$ cat config.mk
export PLATFORM = sky130hd
export DESIGN_NAME = iserdes_shift
export DESIGN_NICKNAME = d
export VERILOG_FILES = /design/src/rtl/serdes_pkg.sv /design/src/rtl/iserdes_word_sel.sv /design/src/rtl/iserdes_shift.sv
export SDC_FILE = /design/constraint.sdc
export NUM_CORES = 1
export LEC_CHECK = 0
export ABC_AREA = 1
export CAP_MARGIN = 20
export CORE_ASPECT_RATIO = 1.25
export CORE_MARGIN = 3
export CORE_UTILIZATION = 40
export DETAILED_ROUTE_END_ITERATION = 10
export GPL_ROUTABILITY_DRIVEN = 0
export PLACE_DENSITY = 0.58
export SYNTH_ARGS = -nofsm -noshare
export SYNTH_HDL_FRONTEND = slang
export SYNTH_SLANG_ARGS = --single-unit
$ cat constraint.sdc
create_clock -name clk_ser -period 2.72 [get_ports clk_ser]
set_input_delay 0.544 -clock clk_ser [delete_from_list [all_inputs] [get_ports clk_ser]]
set_output_delay 0.544 -clock clk_ser [all_outputs]
set_load 0.005 [all_outputs]
$ cat src/rtl/serdes_pkg.sv
// Shared constants and types for the soft DDR serializer/deserializer pair.
// TMDS control symbols double as alignment commas on the receive side.
package serdes_pkg;

  localparam int SER_RATIO = 5;
  localparam int WORD_W    = 10;
  localparam int HIST_W    = 20;

  typedef logic [3:0] slip_t;

  typedef enum logic {
    IDLE,
    HOLD
  } slip_state_e;

  typedef enum logic {
    SEARCH,
    LOCKED
  } align_state_e;

  localparam logic [WORD_W-1:0] TMDS_CTL0 = 10'h354;
  localparam logic [WORD_W-1:0] TMDS_CTL1 = 10'h0AB;
  localparam logic [WORD_W-1:0] TMDS_CTL2 = 10'h154;
  localparam logic [WORD_W-1:0] TMDS_CTL3 = 10'h2AB;

  function automatic slip_t slip_inc(input slip_t s);
    return (s == slip_t'(WORD_W - 1)) ? '0 : s + slip_t'(1);
  endfunction

endpackage

$ cat src/rtl/iserdes_word_sel.sv
// Registered 10-of-20 barrel selector: picks the word window at the
// current bit offset on each capture and holds it until the next one.
module iserdes_word_sel
  import serdes_pkg::*;
(
  input  logic              clk_ser,
  input  logic              rst,
  input  logic [HIST_W-1:0] hist,
  input  slip_t             slip,
  input  logic              cap,
  output logic [WORD_W-1:0] dout,
  output logic              dout_valid
);

  logic [WORD_W-1:0] sel;
  logic [WORD_W-1:0] dout_d, dout_q;
  logic              vld_d, vld_q;

  // Window select, offsets outside 0..9 never occur and fall back to 0
  always_comb begin
    sel = hist[WORD_W-1:0];
    for (int i = 0; i < WORD_W; i++) begin
      if (slip == slip_t'(i)) sel = hist[i +: WORD_W];
    end
    dout_d = cap ? sel : dout_q;
    vld_d  = cap;
  end

  // Output word and strobe registers
  always_ff @(posedge clk_ser or posedge rst) begin
    if (rst) begin
      dout_q <= '0;
      vld_q  <= 1'b0;
    end else begin
      dout_q <= dout_d;
      vld_q  <= vld_d;
    end
  end

  assign dout       = dout_q;
  assign dout_valid = vld_q;

endmodule

$ cat src/rtl/iserdes_shift.sv
// Soft 1:10 DDR deserializer with bitslip alignment, LSB first.
// Optional comma auto-alignment when ISERDES_COMMA_ALIGN_EN is defined.
module iserdes_shift
  import serdes_pkg::*;
#(
  parameter int                BITSLIP_HOLDOFF = 2,
  parameter logic [WORD_W-1:0] COMMA           = 10'h354
) (
  input  logic              clk_ser,
  input  logic              rst,
  input  logic              din_rise,
  input  logic              din_fall,
  input  logic              bitslip,
  output logic [WORD_W-1:0] dout,
  output logic              dout_valid,
  output slip_t             slip,
  output logic              locked
);

  localparam int HC_W =
    (BITSLIP_HOLDOFF < 1) ? 1 : $clog2(BITSLIP_HOLDOFF + 1);

  logic [HIST_W-1:0] hist_d, hist_q;
  logic [2:0]        ph_d, ph_q;
  logic              primed_d, primed_q;
  logic              word_stb;
  logic              cap;

  slip_state_e       st_d, st_q;
  logic [HC_W-1:0]   hold_cnt_d, hold_cnt_q;
  slip_t             slip_d, slip_q;
  slip_t             slip_ext;
  logic              accept;

  // Sample history shift, word phase and first-word priming
  always_comb begin
    hist_d   = {din_fall, din_rise, hist_q[HIST_W-1:2]};
    word_stb = (ph_q == 3'(SER_RATIO - 1));
    ph_d     = word_stb ? 3'd0 : ph_q + 3'd1;
    primed_d = primed_q | word_stb;
    cap      = word_stb & primed_q;
  end

  // Slip FSM state register
  always_ff @(posedge clk_ser or posedge rst) begin
    if (rst) st_q <= IDLE;
    else     st_q <= st_d;
  end

  // Slip FSM next state: holdoff ends at a strobe once the count is spent
  always_comb begin
    st_d = st_q;
    unique case (st_q)
      IDLE:    if (bitslip) st_d = HOLD;
      HOLD:    if (word_stb && hold_cnt_q == '0) st_d = IDLE;
      default: st_d = IDLE;
    endcase
  end

  // Slip FSM outputs: accepted request, holdoff count, bitslip offset
  always_comb begin
    accept     = (st_q == IDLE) & bitslip;
    hold_cnt_d = hold_cnt_q;
    if (accept) begin
      hold_cnt_d = HC_W'(BITSLIP_HOLDOFF);
    end else if (st_q == HOLD && word_stb && hold_cnt_q != '0) begin
      hold_cnt_d = hold_cnt_q - HC_W'(1);
    end
    slip_ext = accept ? slip_inc(slip_q) : slip_q;
  end

`ifdef ISERDES_COMMA_ALIGN_EN
  align_state_e al_d, al_q;
  logic         hit;
  slip_t        hit_o;
  logic         locked_d, locked_q;

  // Comma search over all ten offsets, lowest offset wins
  always_comb begin
    hit   = 1'b0;
    hit_o = '0;
    for (int o = WORD_W - 1; o >= 0; o--) begin
      if (hist_q[o +: WORD_W] == COMMA) begin
        hit   = 1'b1;
        hit_o = slip_t'(o);
      end
    end
  end

  // Align FSM state register
  always_ff @(posedge clk_ser or posedge rst) begin
    if (rst) al_q <= SEARCH;
    else     al_q <= al_d;
  end

  // Align FSM next state: manual slip drops lock and restarts search
  always_comb begin
    al_d = al_q;
    unique case (al_q)
      SEARCH:  if (cap && hit) al_d = LOCKED;
      LOCKED:  if (accept) al_d = SEARCH;
      default: al_d = SEARCH;
    endcase
  end

  // Align FSM outputs: comma offset overrides a same-edge bitslip
  always_comb begin
    slip_d   = slip_ext;
    locked_d = (al_d == LOCKED);
    if (al_q == SEARCH && cap && hit) slip_d = hit_o;
  end

  // Lock flag register
  always_ff @(posedge clk_ser or posedge rst) begin
    if (rst) locked_q <= 1'b0;
    else     locked_q <= locked_d;
  end

  assign locked = locked_q;
`else
  logic unused_comma;

  // Offset comes from bitslip only
  always_comb begin
    slip_d = slip_ext;
  end

  assign unused_comma = ^COMMA;
  assign locked       = 1'b0;
`endif

  // Datapath and slip registers
  always_ff @(posedge clk_ser or posedge rst) begin
    if (rst) begin
      hist_q     <= '0;
      ph_q       <= '0;
      primed_q   <= 1'b0;
      hold_cnt_q <= '0;
      slip_q     <= '0;
    end else begin
      hist_q     <= hist_d;
      ph_q       <= ph_d;
      primed_q   <= primed_d;
      hold_cnt_q <= hold_cnt_d;
      slip_q     <= slip_d;
    end
  end

  iserdes_word_sel u_word_sel (
    .clk_ser    (clk_ser),
    .rst        (rst),
    .hist       (hist_q),
    .slip       (slip_q),
    .cap        (cap),
    .dout       (dout),
    .dout_valid (dout_valid)
  );

  assign slip = slip_q;

endmodule

# ---- Yosys cells after proc, flatten, opt, wreduce, memory -nomap -nowiden
# Cells that the tools add are included.
dict set report totals {
  reg_bits 42
  latch_bits 0
  mem_bits_rw 0
  mem_bits_ro 0
  in_bits 5
  out_inout_bits 16
  elab_cells 47
  memories 0
}
dict set report op_classes {
  add_sub_neg 3
  multipliers 0
  div_mod_pow 0
  n_lt_le_gt_ge 0
  eq_ne 10
  shift 0
  mux 16
  bitwise_logic 4
  n_reduce_logical 6
}
# cell count
set op_table {}
lappend op_table {{two-way mux 10 bit} 9}
lappend op_table {{equality test 4 x 3 -> 1 bit (second input constant)} 4}
lappend op_table {{equality test 4 x 2 -> 1 bit (second input constant)} 2}
lappend op_table {{equality test 4 bit (second input constant)} 2}
lappend op_table {{adder 4 x 1 -> 4 bit (second input constant)} 1}
lappend op_table {{equality test 4 x 1 -> 1 bit (second input constant)} 1}
lappend op_table {{two-way mux 2 bit} 2}
lappend op_table {{two-way mux 4 bit} 1}
lappend op_table {{nonzero test 2 bit} 2}
lappend op_table {{adder 3 x 1 -> 3 bit (second input constant)} 1}
lappend op_table {{equality test 3 bit (second input constant)} 1}
lappend op_table {{logical AND 1 bit} 3}
lappend op_table {{two-way mux 3 bit} 1}
lappend op_table {{bitwise AND 1 bit} 2}
lappend op_table {{logical NOT 2 bit} 1}
lappend op_table {{two-way mux 1 bit} 2}
lappend op_table {{case mux 1 bit (2 select lines)} 1}
lappend op_table {{subtractor 2 x 1 -> 2 bit (second input constant)} 1}
lappend op_table {{inverter 1 bit} 1}
lappend op_table {{bitwise OR 1 bit} 1}

# ---- Depth between registers and ports, before layout
dict set report depth {
  word_depth 10
  ltp_mapped 15
  depth_no_buf 15
}

# ---- Modules after synthesis
# A second synthesis with hierarchy kept.
dict set report hier_totals {
  hier_cells 401
  hier_area_um2 2700.1
}
# module n_inst cells_each area_per_inst_um2 seq_area_each_um2
set by_module_without_submodules {}
lappend by_module_without_submodules {iserdes_word_sel 1 306 1610.3 275.3}
lappend by_module_without_submodules {iserdes_shift 1 95 1089.8 775.7}

# ---- Least setup slack after synthesis
# OpenSTA, ideal clock, no wires.
dict set report synth_path {
  path_type {register -> register}
  from {register slip_q[2], in the netlist slip[2]}
  to {register u_word_sel.dout_q[8], in the netlist u_word_sel.dout[8]}
  setup_time_ns 0.117
  arrival_ns 1.450
  required_ns 2.603
  path_slack_ns 1.153
  stages_incl_launch_ff 14
  path_buffers 0
  period_less_slack_ns 1.567
  path_cell_list {dfrtp_1 nor2_4 inv_2 nor2_4 inv_2 or2_0 nand3_1 nand3_1 nand2_1 nand2_1 nand2_1 nand2_1 nand2_1 nand2_1}
}
dict set report synth_between {
  elab_chain_cells 10
  word_cells_on_any_way 18
  classes_between {9 x eq/ne; 9 x mux}
}
# item line_no
set synth_rtl {}
lappend synth_rtl {{start: declaration} iserdes_shift.sv:31} ;# slip_t slip_d, slip_q;
lappend synth_rtl {{start signal: assignment} iserdes_shift.sv:145} ;# slip_q <= slip_d;
lappend synth_rtl {{equality test 4 x 1 -> 1 bit} iserdes_word_sel.sv:23} ;# if (slip == slip_t'(i)) sel = hist[i +: WORD_W];
lappend synth_rtl {{two-way mux 10 bit (8 in series)} iserdes_word_sel.sv:23}
lappend synth_rtl {{two-way mux 10 bit *} iserdes_word_sel.sv:23}
lappend synth_rtl {{end signal: assignment} iserdes_word_sel.sv:35} ;# dout_q <= dout_d;
lappend synth_rtl {{end: declaration} iserdes_word_sel.sv:16} ;# logic [WORD_W-1:0] dout_d, dout_q;
# Mark *: on every way between the ends. The rest lies on a longest branch, timed or not.
# A chain may end at the register's enable or synchronous reset.

# ---- Worst setup path after layout
dict set report layout_path {
  from {register slip_q[2], in the netlist slip[2]}
  to {register u_word_sel.dout_q[9], in the netlist u_word_sel.dout[9]}
}
# The elaborated chain is that of the path after synthesis.

==> out/metrics.cfg <==
[outcome]
status = finished clean

[clock_network]
clock_latency_ns = 0.31
post_cts_buffers = 0
clkTransAtPathRegs_ns = 0.08
numClockSinks = 42
max-clock-path-buffers = 2
cts.hold.buffers_added = 0
cts_tree = built
clock_tree.htree_level_count = 2
clk_root_buffer_cell = clkbuf_8
cts.repair.resized = 0
tritoncts.num_buffers = 5

[logic_synthesis]
synth-seq-area-share = 0.414
postSynthCellCount = 376
syn_area_mm2 = 0.00254
synth.avg_cell_area_um2 = 6.76
synth_nets = 384
synth.yosys.warnings = 0
number_of_different_library_cells_in_the_post_synthesis_netlist = 25
yosys_register_bits = 42

[timing]
tns_ns = 0
worst_clock_skew_ns = 0.00883
max-slew-margin-rel = 0.554
final-hold-violation-count = 0
fin_crit_ns = 2.03
worstMarginPinSlew_ns = 0.666
timing.hold.ws_ns = 0.358
drv_slew = 0
post-route-period-util = 0.748
fmax_achieved_mhz = 492
rsz0062_at_grt = false
setup_viol = 0

[critical_path]
worst_path_dominant_cell_family = simple AND/OR/NAND/NOR gates
setup_cp_type = flip-flop to flip-flop
timing.critical_path.buf_inv = 1
worst_ep_arrival_time_ns = 2.28
path_common_cell = nand2_1
worstSetupStartpointType = flip-flop
cp_max_fo = 11
timing.critical_path.cells = nor2_4 -> inv_2 -> nor2_1 -> a21oi_1 -> nand2_1 -> nand3_1 -> nand3_1 -> nand2_1 -> nand2_1 -> nand2_1 -> nand2_1 -> nand2_1 -> nand2_1
slowest_delay_ns = 0.52
worst_ep_required_time_ns = 2.97
endpoint_kind = flip-flop
critPathSlowestCell = nor2_1

[die]
coreArea_mm2 = 0.00597
die_height_um = 95.1
floorplan.initialDensity = 0.425
ioPinCount = 21
die_x_um = 77.3
floorplan.rows = 31
fp.dieArea_mm2 = 0.00735

[grt]
globalRouteOverflowTotal = 0
use_met1 = 0.220
gr-usage-met2 = 0.281
number_of_antenna_violations_at_the_first_check_in_global_routing = 0
via_count_of_the_first_global_routing_pass = 2148
grt_usage = 0.169
grt_max_degree = 43
grt_pass1_wl_um = 10000
grt-busiest-layer = met2
met3_usage = 0.0284

[finish]
share_of_final_layout_standard_cells_stronger_than_drive_strength_1 = 0.0962
antenna_cells_inserted = 0
fin_area_mm2 = 0.00294
final_net_count = 402
area.growth.synth_to_final_pct = 15.5

[detailed_routing]
vias = 2296
routed_wirelength_um = 5810
detailedRoute.firstPassIterationCount = 4
avgRoutedWirePerCell_um = 12.2
count_of_antenna_violating_nets_left_after_detailed_routing = 0
post_drt_via_cell_ratio = 4.81
post-route-drc-count = 0
initialDrtViolationCount = 149

[power]
vdd.ir_drop.worst_mv = 0.353
pwr_density_cell_mw_per_mm2 = 1070
leakage_nw = 1.47

[run]
maxCapViolCount = 0

[placement]
place.port_buffers = 19
placed_cell_area_mm2 = 0.00280
hpwl_um = 4190

[min_path]
hold_class = flip-flop to flip-flop

## path summary, 6_finish.rpt
check	from	end	slack, ns	cells past startpoint
hold reg to reg	hist_q[19]	hist_q[17]	0.36	0
setup / recovery	slip[2]	u_word_sel.dout[9]	0.69	13
setup reg to reg	slip[2]	u_word_sel.dout[9]	0.69	13
hold / removal	hist_q[19]	hist_q[17]	0.36	0
min in group asynchronous	rst	hist_q[12]	0.68	3
max in group asynchronous	rst	hist_q[1]	1.67	3
## state kept, by name, summed over array words and instances, names as in the netlist
name / count
hist_q: 20
u_word_sel.dout: 10
slip: 4
ph_q: 3
hold_cnt_q: 2
primed_q: 1
st_q: 1
u_word_sel.dout_valid: 1
## through the flow
stage / instances / util / power (mW) / worst slack, ns
finish: 477 / 0.491 / 3.15 / 0.686
floorplan: 376 / - / 2.08 / 1.15
global route: 477 / 0.491 / 3.49 / 0.437
detailed placement: 469 / 0.468 / 2.58 / 0.723
global placement: 469 / 0.468 / 2.55 / 0.748
CTS: 477 / 0.491 / 3.19 / 0.690
## worst reg2reg max path, cell delays in order, from the launching register on
cell	delay, ns
dfrtp_1	0.46
nor2_4	0.20
inv_2	0.08
nor2_1	0.52
a21oi_1	0.13
nand2_1	0.10
nand3_1	0.07
nand3_1	0.09
nand2_1	0.05
nand2_1	0.06
nand2_1	0.05
nand2_1	0.06
nand2_1	0.06
nand2_1	0.06
## per-layer routing
metal  vias up  wire [um]
li1       1203          -
met1      1051       2780
met2        32       2770
met3        10        167
met4         0         95
met5         -          0
## power by group
group	leakage (nW)	switching (mW)	total [mW]	internal, mW
logic	0.915	0.994	1.67	0.672
clock network	0.0683	0.235	0.602	0.368
registers	0.489	0.109	0.877	0.768
total	1.47	1.34	3.15	1.81
## synth_stat cells
| master | instances | area share |
|---|---|---|
| o211ai_1 | 1 | 0.0030 |
| xor2_1 | 1 | 0.0034 |
| dfrtp_1 | 42 | 0.41 |
| nand3_1 | 35 | 0.069 |
| or2_2 | 1 | 0.0025 |
| o21ai_1 | 9 | 0.018 |
| clkbuf_1 | 2 | 0.0030 |
| inv_1 | 46 | 0.068 |
| nor2_4 | 4 | 0.018 |
| conb_1 | 1 | 0.0015 |
| or2_0 | 1 | 0.0025 |
| buf_2 | 8 | 0.016 |
| ha_1 | 3 | 0.015 |
| o21ai_0 | 26 | 0.051 |
| xnor2_1 | 1 | 0.0034 |
| buf_4 | 1 | 0.0030 |
| o32ai_1 | 1 | 0.0034 |
| inv_2 | 19 | 0.028 |
| nor2_2 | 2 | 0.0049 |
| o31ai_1 | 1 | 0.0030 |
| clkinv_1 | 3 | 0.0044 |
| a21oi_1 | 31 | 0.061 |
| nand2_1 | 123 | 0.18 |
| buf_6 | 1 | 0.0044 |
| nor2_1 | 13 | 0.019 |
## placed cells by master (no fill, tap or decap)
cell type        count
inv_2               19
inv_1               46
conb_1               1
a21oi_1             31
nor2_4               4
o21ai_1              9
clkinv_4             1
o211ai_1             1
o21ai_0             26
nand2_1            123
nor2_1              13
dfrtp_1             42
o31ai_1              1
bufinv_16            2
nand3_1             35
clkbuf_8             5
nor2_2               2
ha_1                 3
or2_0                1
o32ai_1              1
or2_2                1
clkdlybuf4s50_1     19
xnor2_1              1
xor2_1               1
buf_4                4
clkinv_1             3
## final cells by class
| cell class | count | area [um2] |
|---|---|---|
| Multi-Input combinational cell | 254 | 1170 |
| Sequential cell | 42 | 1050 |
| Clock buffer | 5 | 68.8 |
| Clock inverter | 3 | 68.8 |
| Timing Repair Buffer | 23 | 220 |
| Fill cell | 630 | 3040 |
| Inverter | 68 | 255 |
| Tap cell | 82 | 103 |
## cell families (layout without fill, tap and decap cells)
family / Yosys count / after routing / synth area share
simple gates: 179 / 179 / 0.297
other cells: 1 / 1 / 0.00148
buf+inv: 80 / 99 / 0.127
compound gates: 69 / 69 / 0.139
xor+xnor: 2 / 2 / 0.00689
flops: 42 / 42 / 0.414
fa+ha+maj: 3 / 3 / 0.0148
No activity file was read; power rests on OpenSTA's default activity.
